### src/rtl/drv_segment_pkg.sv
// Shared types, the seven-segment glyph table and its lookup helper
// for the multiplexed segment display driver.
package drv_segment_pkg;

  typedef logic [3:0] nibble_t;
  typedef logic [6:0] seg_t;

  localparam seg_t SEG_BLANK = 7'h00;

  // Active-high segment codes, entry 0 in the least significant slot
  localparam logic [15:0][6:0] GLYPH_TBL = {
    7'h71, 7'h79, 7'h5E, 7'h39, 7'h7C, 7'h77, 7'h6F, 7'h7F,
    7'h07, 7'h7D, 7'h6D, 7'h66, 7'h4F, 7'h5B, 7'h06, 7'h3F
  };

  function automatic seg_t glyph_lookup(input nibble_t value, input logic hex);
    if (!hex && value > 4'd9) return SEG_BLANK;
    return GLYPH_TBL[value];
  endfunction

endpackage

### src/rtl/drv_segment_glyph.sv
// Combinational digit-to-segment encoder with forced blanking.
module drv_segment_glyph
  import drv_segment_pkg::*;
(
  input  nibble_t value,
  input  logic    hex,
  input  logic    blank,
  output seg_t    seg
);

  assign seg = blank ? SEG_BLANK : glyph_lookup(value, hex);

endmodule

### src/rtl/drv_segment_scan.sv
// Multiplexed seven-segment scanner: prescaled digit scan, frame-aligned
// value update, leading-zero blanking and PWM brightness per digit slot.
module drv_segment_scan
  import drv_segment_pkg::*;
#(
  parameter int p_count         = 4,
  parameter int p_div           = 1000,
  parameter int p_bright_w      = 4,
  parameter int p_sgmnt_act_low = 0,
  parameter int p_digit_act_low = 0
) (
  input  logic                  i_clk,
  input  logic                  i_rst_n,
  input  logic [3:0]            i_value [p_count],
  input  logic                  i_load,
  input  logic                  i_hex,
  input  logic                  i_blank_lz,
  input  logic [p_bright_w-1:0] i_bright,
  output logic [6:0]            o_drv_sgmnt,
  output logic [p_count-1:0]    o_drv_digit,
  output logic                  o_frame
);

  localparam int PC_W = $clog2(p_div);
  localparam int DI_W = (p_count > 1) ? $clog2(p_count) : 1;
  localparam int TH_W = $clog2(p_div + 1);
  localparam int PR_W = p_bright_w + 33;

  localparam logic [PC_W-1:0]    PRE_LAST = PC_W'(p_div - 1);
  localparam logic [DI_W-1:0]    DIG_LAST = DI_W'(p_count - 1);
  localparam seg_t               SEG_OFF  = (p_sgmnt_act_low != 0) ? 7'h7F : 7'h00;
  localparam logic [p_count-1:0] DIG_OFF  = (p_digit_act_low != 0) ? '1 : '0;

  logic [PC_W-1:0] pre_cnt, pre_nxt;
  logic [DI_W-1:0] dig_idx, dig_nxt;
  logic            pre_wrap, frame_wrap;
  nibble_t         pend_val [p_count];
  nibble_t         shad_val [p_count];
  logic            pend_hex, shad_hex;
  logic [PR_W-1:0] prod;
  logic [TH_W-1:0] thr_q, thr_now, thr_eff;
  logic            active, blank;
  seg_t            glyph;

  always_comb begin
    pre_wrap   = (pre_cnt == PRE_LAST);
    frame_wrap = pre_wrap && (dig_idx == DIG_LAST);
    pre_nxt    = pre_wrap ? '0 : pre_cnt + PC_W'(1);
    dig_nxt    = dig_idx;
    if (pre_wrap) dig_nxt = (dig_idx == DIG_LAST) ? '0 : dig_idx + DI_W'(1);
  end

  // Threshold is taken live on the first slot cycle so that cycle already uses it
  always_comb begin
    prod    = (PR_W'(i_bright) + PR_W'(1)) * PR_W'(p_div);
    thr_now = TH_W'(prod >> p_bright_w);
    thr_eff = (pre_cnt == '0) ? thr_now : thr_q;
    active  = TH_W'(pre_cnt) < thr_eff;
  end

  always_comb begin
    blank = 1'b0;
    if (i_blank_lz && dig_idx != '0) begin
      blank = 1'b1;
      for (int j = 0; j < p_count; j++)
        if (j >= int'(dig_idx) && shad_val[j] != 4'd0) blank = 1'b0;
    end
  end

  drv_segment_glyph u_glyph (
    .value (shad_val[dig_idx]),
    .hex   (shad_hex),
    .blank (blank),
    .seg   (glyph)
  );

  always_ff @(posedge i_clk) begin
    if (!i_rst_n) begin
      pre_cnt     <= '0;
      dig_idx     <= '0;
      thr_q       <= '0;
      pend_hex    <= 1'b0;
      shad_hex    <= 1'b0;
      o_frame     <= 1'b0;
      o_drv_sgmnt <= SEG_OFF;
      o_drv_digit <= DIG_OFF;
      for (int j = 0; j < p_count; j++) begin
        pend_val[j] <= '0;
        shad_val[j] <= '0;
      end
    end else begin
      pre_cnt <= pre_nxt;
      dig_idx <= dig_nxt;
      if (pre_cnt == '0) thr_q <= thr_now;
      o_frame <= (pre_nxt == PRE_LAST) && (dig_nxt == DIG_LAST);

      if (i_load) begin
        pend_hex <= i_hex;
        for (int j = 0; j < p_count; j++) pend_val[j] <= i_value[j];
      end
      // A load landing on the boundary bypasses pending so it shows this frame
      if (frame_wrap) begin
        shad_hex <= i_load ? i_hex : pend_hex;
        for (int j = 0; j < p_count; j++)
          shad_val[j] <= i_load ? i_value[j] : pend_val[j];
      end

      if (active) begin
        o_drv_digit <= DIG_OFF ^ (p_count'(1) << dig_idx);
        o_drv_sgmnt <= SEG_OFF ^ glyph;
      end else begin
        o_drv_digit <= DIG_OFF;
        o_drv_sgmnt <= SEG_OFF;
      end
    end
  end

endmodule

### config.mk
export PLATFORM = sky130hd
export DESIGN_NAME = drv_segment_scan
export DESIGN_NICKNAME = d
export VERILOG_FILES = /design/src/rtl/drv_segment_pkg.sv /design/src/rtl/drv_segment_glyph.sv /design/src/rtl/drv_segment_scan.sv
export SDC_FILE = /design/constraint.sdc
export NUM_CORES = 1
export LEC_CHECK = 0
export CORE_MARGIN = 10
export CORE_UTILIZATION = 40
export DETAILED_ROUTE_END_ITERATION = 12
export GPL_TIMING_DRIVEN = 0
export SLEW_MARGIN = 20
export SYNTH_ARGS = -nofsm -noshare
export SYNTH_HDL_FRONTEND = slang
export SYNTH_SLANG_ARGS = --single-unit
export TNS_END_PERCENT = 5
### constraint.sdc
create_clock -name i_clk -period 15.8 [get_ports i_clk]
set_clock_uncertainty 0.1 [all_clocks]
set_input_delay 3.16 -clock i_clk [delete_from_list [all_inputs] [get_ports i_clk]]
set_output_delay 3.16 -clock i_clk [all_outputs]
set_load 0.03 [all_outputs]
==> flow_summary_export.csv <==
group,metric,value,unit
cts,cts_resized,0,
synthesis,synth_top_cell_by_area,"edfxtp_1",
global_routing,grtUsageTotal,11.6,%
synthesis,synth-seq-cells,68,
global_routing,grt_overflow_total,0,
placed_design,place_ws,6.44,ns
cts,cts_tree,"yes",
timing,drv_slew,0,
cts,h-tree-depth,3,
floorplanning,core,10200,sq um
cts,cts_buffers,9,
critical_path,cp-start-kind,"primary input",
cts,cts_hold_buf,0,
pwr,ir_drop,43.6,uV
job,cap_viol_max_count,0,
cells_and_area,diodes,0,
synthesis,synth_cell_types,53,
cells_and_area,stdcell_area,4860,sq um
critical_path,crit_chain,"clkdlybuf4s50_1, ha_1, xor2_1, inv_1, fa_1, fa_1, fa_1, inv_1, ha_1, o21ai_0, o21bai_1, a21o_1, a221oi_1, ha_1, a21o_1, a211o_1, a21oi_1, nand3_4, a221oi_1",
critical_path,cp_max_fo,8,
synthesis,ys_warn_count,0,
route,routedWlPerCell,14.1,um
pwr,p_int,334,uW
cts,cts-root-buf,"clkbuf_8",
synthesis,async_flop_share,0,%
global_routing,grt_max_degree,17,
critical_path,reg2reg_setup_slack,12.13,ns
pwr,power_frac_seq,40.9,%
route,via_count,2980,
critical_path,cpPeakStageDelay,0.69,ns
timing,relSlewSlack,48.9,%
placed_design,io_buffers,35,
synthesis,synth_most_common_cell,"nor2_1",
route,post-route-drc-count,0,
synthesis,ys.flop_type,"dfxtp_1",
global_routing,grt_first_pass_wirelength,14.2,mm
cts,clockBufferDepth,2,
timing,rsz0062_at_grt,"false",
timing,setup_viol,0,
route,drtAntennaViolNets,0,
critical_path,arrival,9.15,ns
pwr,p_leak,0.00206,uW
cts,cts_sinks,68,
cts,path_clk_slew,0.07,ns
route,detail_route.vias_per_cell,5.03,
placed_design,gp_congestion,0.779,
timing,final.min_clock_period,9.00,ns
floorplanning,start_util,40.8,%
route,drt_iter0_drc,200,
synthesis,netlist_top_cells_count,"51 x nor2_1, 42 x ha_1, 36 x dfxtp_1, 36 x inv_1, 32 x edfxtp_1",
cells_and_area,fin_util,47.5,%
cts,clk_latency,0.35,ns
route,first_pass_iters,4,
pwr,powerDensity,104,nW/um^2
timing,tightest_slew,0.766,ns
pwr,p_switching,173,uW
cts,postCtsSetupBuffers,0,
placed_design,dpl_cell_area,4690,sq um
floorplanning,die_w,122,um
cells_and_area,area_growth,16.5,%
floorplanning,die_area,14900,sq um
critical_path,critPathCaptureType,"flip-flop",
synthesis,synth_area_per_cell,10.3,sq um
synthesis,ys_seq_area_share,40.3,%
synthesis,synth_top_area_share,23.0,%
floorplanning,placementRows,37,
synthesis,syn-instance-count,405,
synthesis,synth_area,4170,sq um
synthesis,synth_fp_nets,482,
critical_path,path_class,"in -> reg",
pwr,switching_share,34.1,%
critical_path,cp_slowest_cell,"clkdlybuf4s50_1",
critical_path,critPathRequiredTime,15.95,ns
pwr,p_clk_share,24.8,%
global_routing,grt_pass1_vias,3026,
route,routed_wl,8.34,mm
synthesis,synth_edf_count,32,
synthesis,synthTopCellsByArea,"edfxtp_1 23%, dfxtp_1 17%, ha_1 13%, mux2i_1 6.5%, fa_1 4.8%",
global_routing,antenna_found_initial,0,
timing,period_share,57.0,%
timing,fin_ws,6.80,ns
floorplanning,die_y,122,um
placed_design,dp_hpwl,6.52,mm
cells_and_area,drive_gt1_share,8.11,%
timing,fmaxAchievable,0.111,GHz
timing,hold_viol,0,
floorplanning,num_io_pins,37,
cells_and_area,fin_nets,528,
timing,setup-tns-final,0,ns
run_status,status,"completed",
min_path,hp-class,"reg -> reg",
pwr,comb_power_share,34.3,%
## stage by stage
stage | cells | hold slack (ns) | total power, uW
final | 592 | 0.399 | 507
after global routing | 592 | 0.429 | 546
after CTS | 592 | 0.399 | 512
after detailed placement | 576 | 0.381 | 386
after global placement | 576 | 0.368 | 382
after floorplan | 405 | 0.350 | 342
## routing by layer
| metal | global-route usage [%] | part of all wire (%) | vias up |
|---|---|---|---|
| met5 | 0 | 0 | - |
| met4 | 3.31 | 1.1 | 0 |
| met3 | 3.56 | 4.6 | 8 |
| met2 | 17.8 | 43 | 42 |
| met1 | 15.4 | 51 | 1407 |
| li1 | - | - | 1523 |
## area by class of cell
class                   count  area [sq um]
clock inverters             6          40.0
multi-input cells         285          2280
plain buffers              15          73.8
fillers                   977          5370
inverters                  37           139
flip-flops and latches     68          1680
repair buffers             35           350
clock buffers              10           128
well taps                 136           170
## worst max-delay path, delay by kind of cell
kind / cells / cell delay (ns)
adders and majority gates: 6 / 2.54
xor gates and xnor gates: 1 / 0.36
and+or+nand+nor: 1 / 0.17
AOI/OAI and AO/OA: 8 / 2.00
buffers and inverters: 3 / 0.88
## path summary, 6_finish.rpt
check,startpoint,to,depth (start not counted)
setup / recovery,i_bright[0],o_drv_sgmnt[4],19
setup reg to reg,pre_cnt[0],o_drv_sgmnt[4],12
hold reg to reg,thr_q[6],thr_q[6],2
hold / removal,thr_q[6],thr_q[6],2
## logic make-up after synthesis
family	count (synthesis)	share of synthesized area, %
xor gates and xnor gates	17	3.57
muxes	31	8.37
buffers and inverters	52	5.10
and+or+nand+nor	136	17.2
adders and majority gates	52	17.4
AOI/OAI and AO/OA	49	8.07
DFF	68	40.3
## registers in the layout (all words and copies together) (netlist names)
register,cells
o_drv_digit,4
o_frame,1
shad_hex,1
o_drv_sgmnt,7
thr_q,10
shad_val,16
dig_idx,2
pend_hex,1
pend_val,16
pre_cnt,10
## placed cells by master (no fill, tap or decap), drive strengths merged, types with 2 or more instances in the layout
master         count
edfxtp            32
buf                9
a2111oi            2
or3                3
a221oi             6
xnor2             13
and2               2
nand4              2
dfxtp             36
nand2             13
nand2b             3
clkinv             2
a21oi             13
ha                42
nor2b              6
clkinvlp           3
mux4               3
fa                10
nor2              51
mux2i             27
clkdlybuf4s50     35
a31oi              2
and3              21
clkbuf            16
nand3             12
o21ai              9
xor2               4
a21o               4
a211oi             5
inv               38
nor4               7
nor3              11
## power by group through the flow
stage	clock (uW)	combinational [uW]	sequential [uW]
detailed placement	0	175	211
global placement	0	171	211
CTS	129	176	207
global route	135	201	209
floorplan	0	125	217
finish	126	174	207
Power figures use the tool's default switching activity.
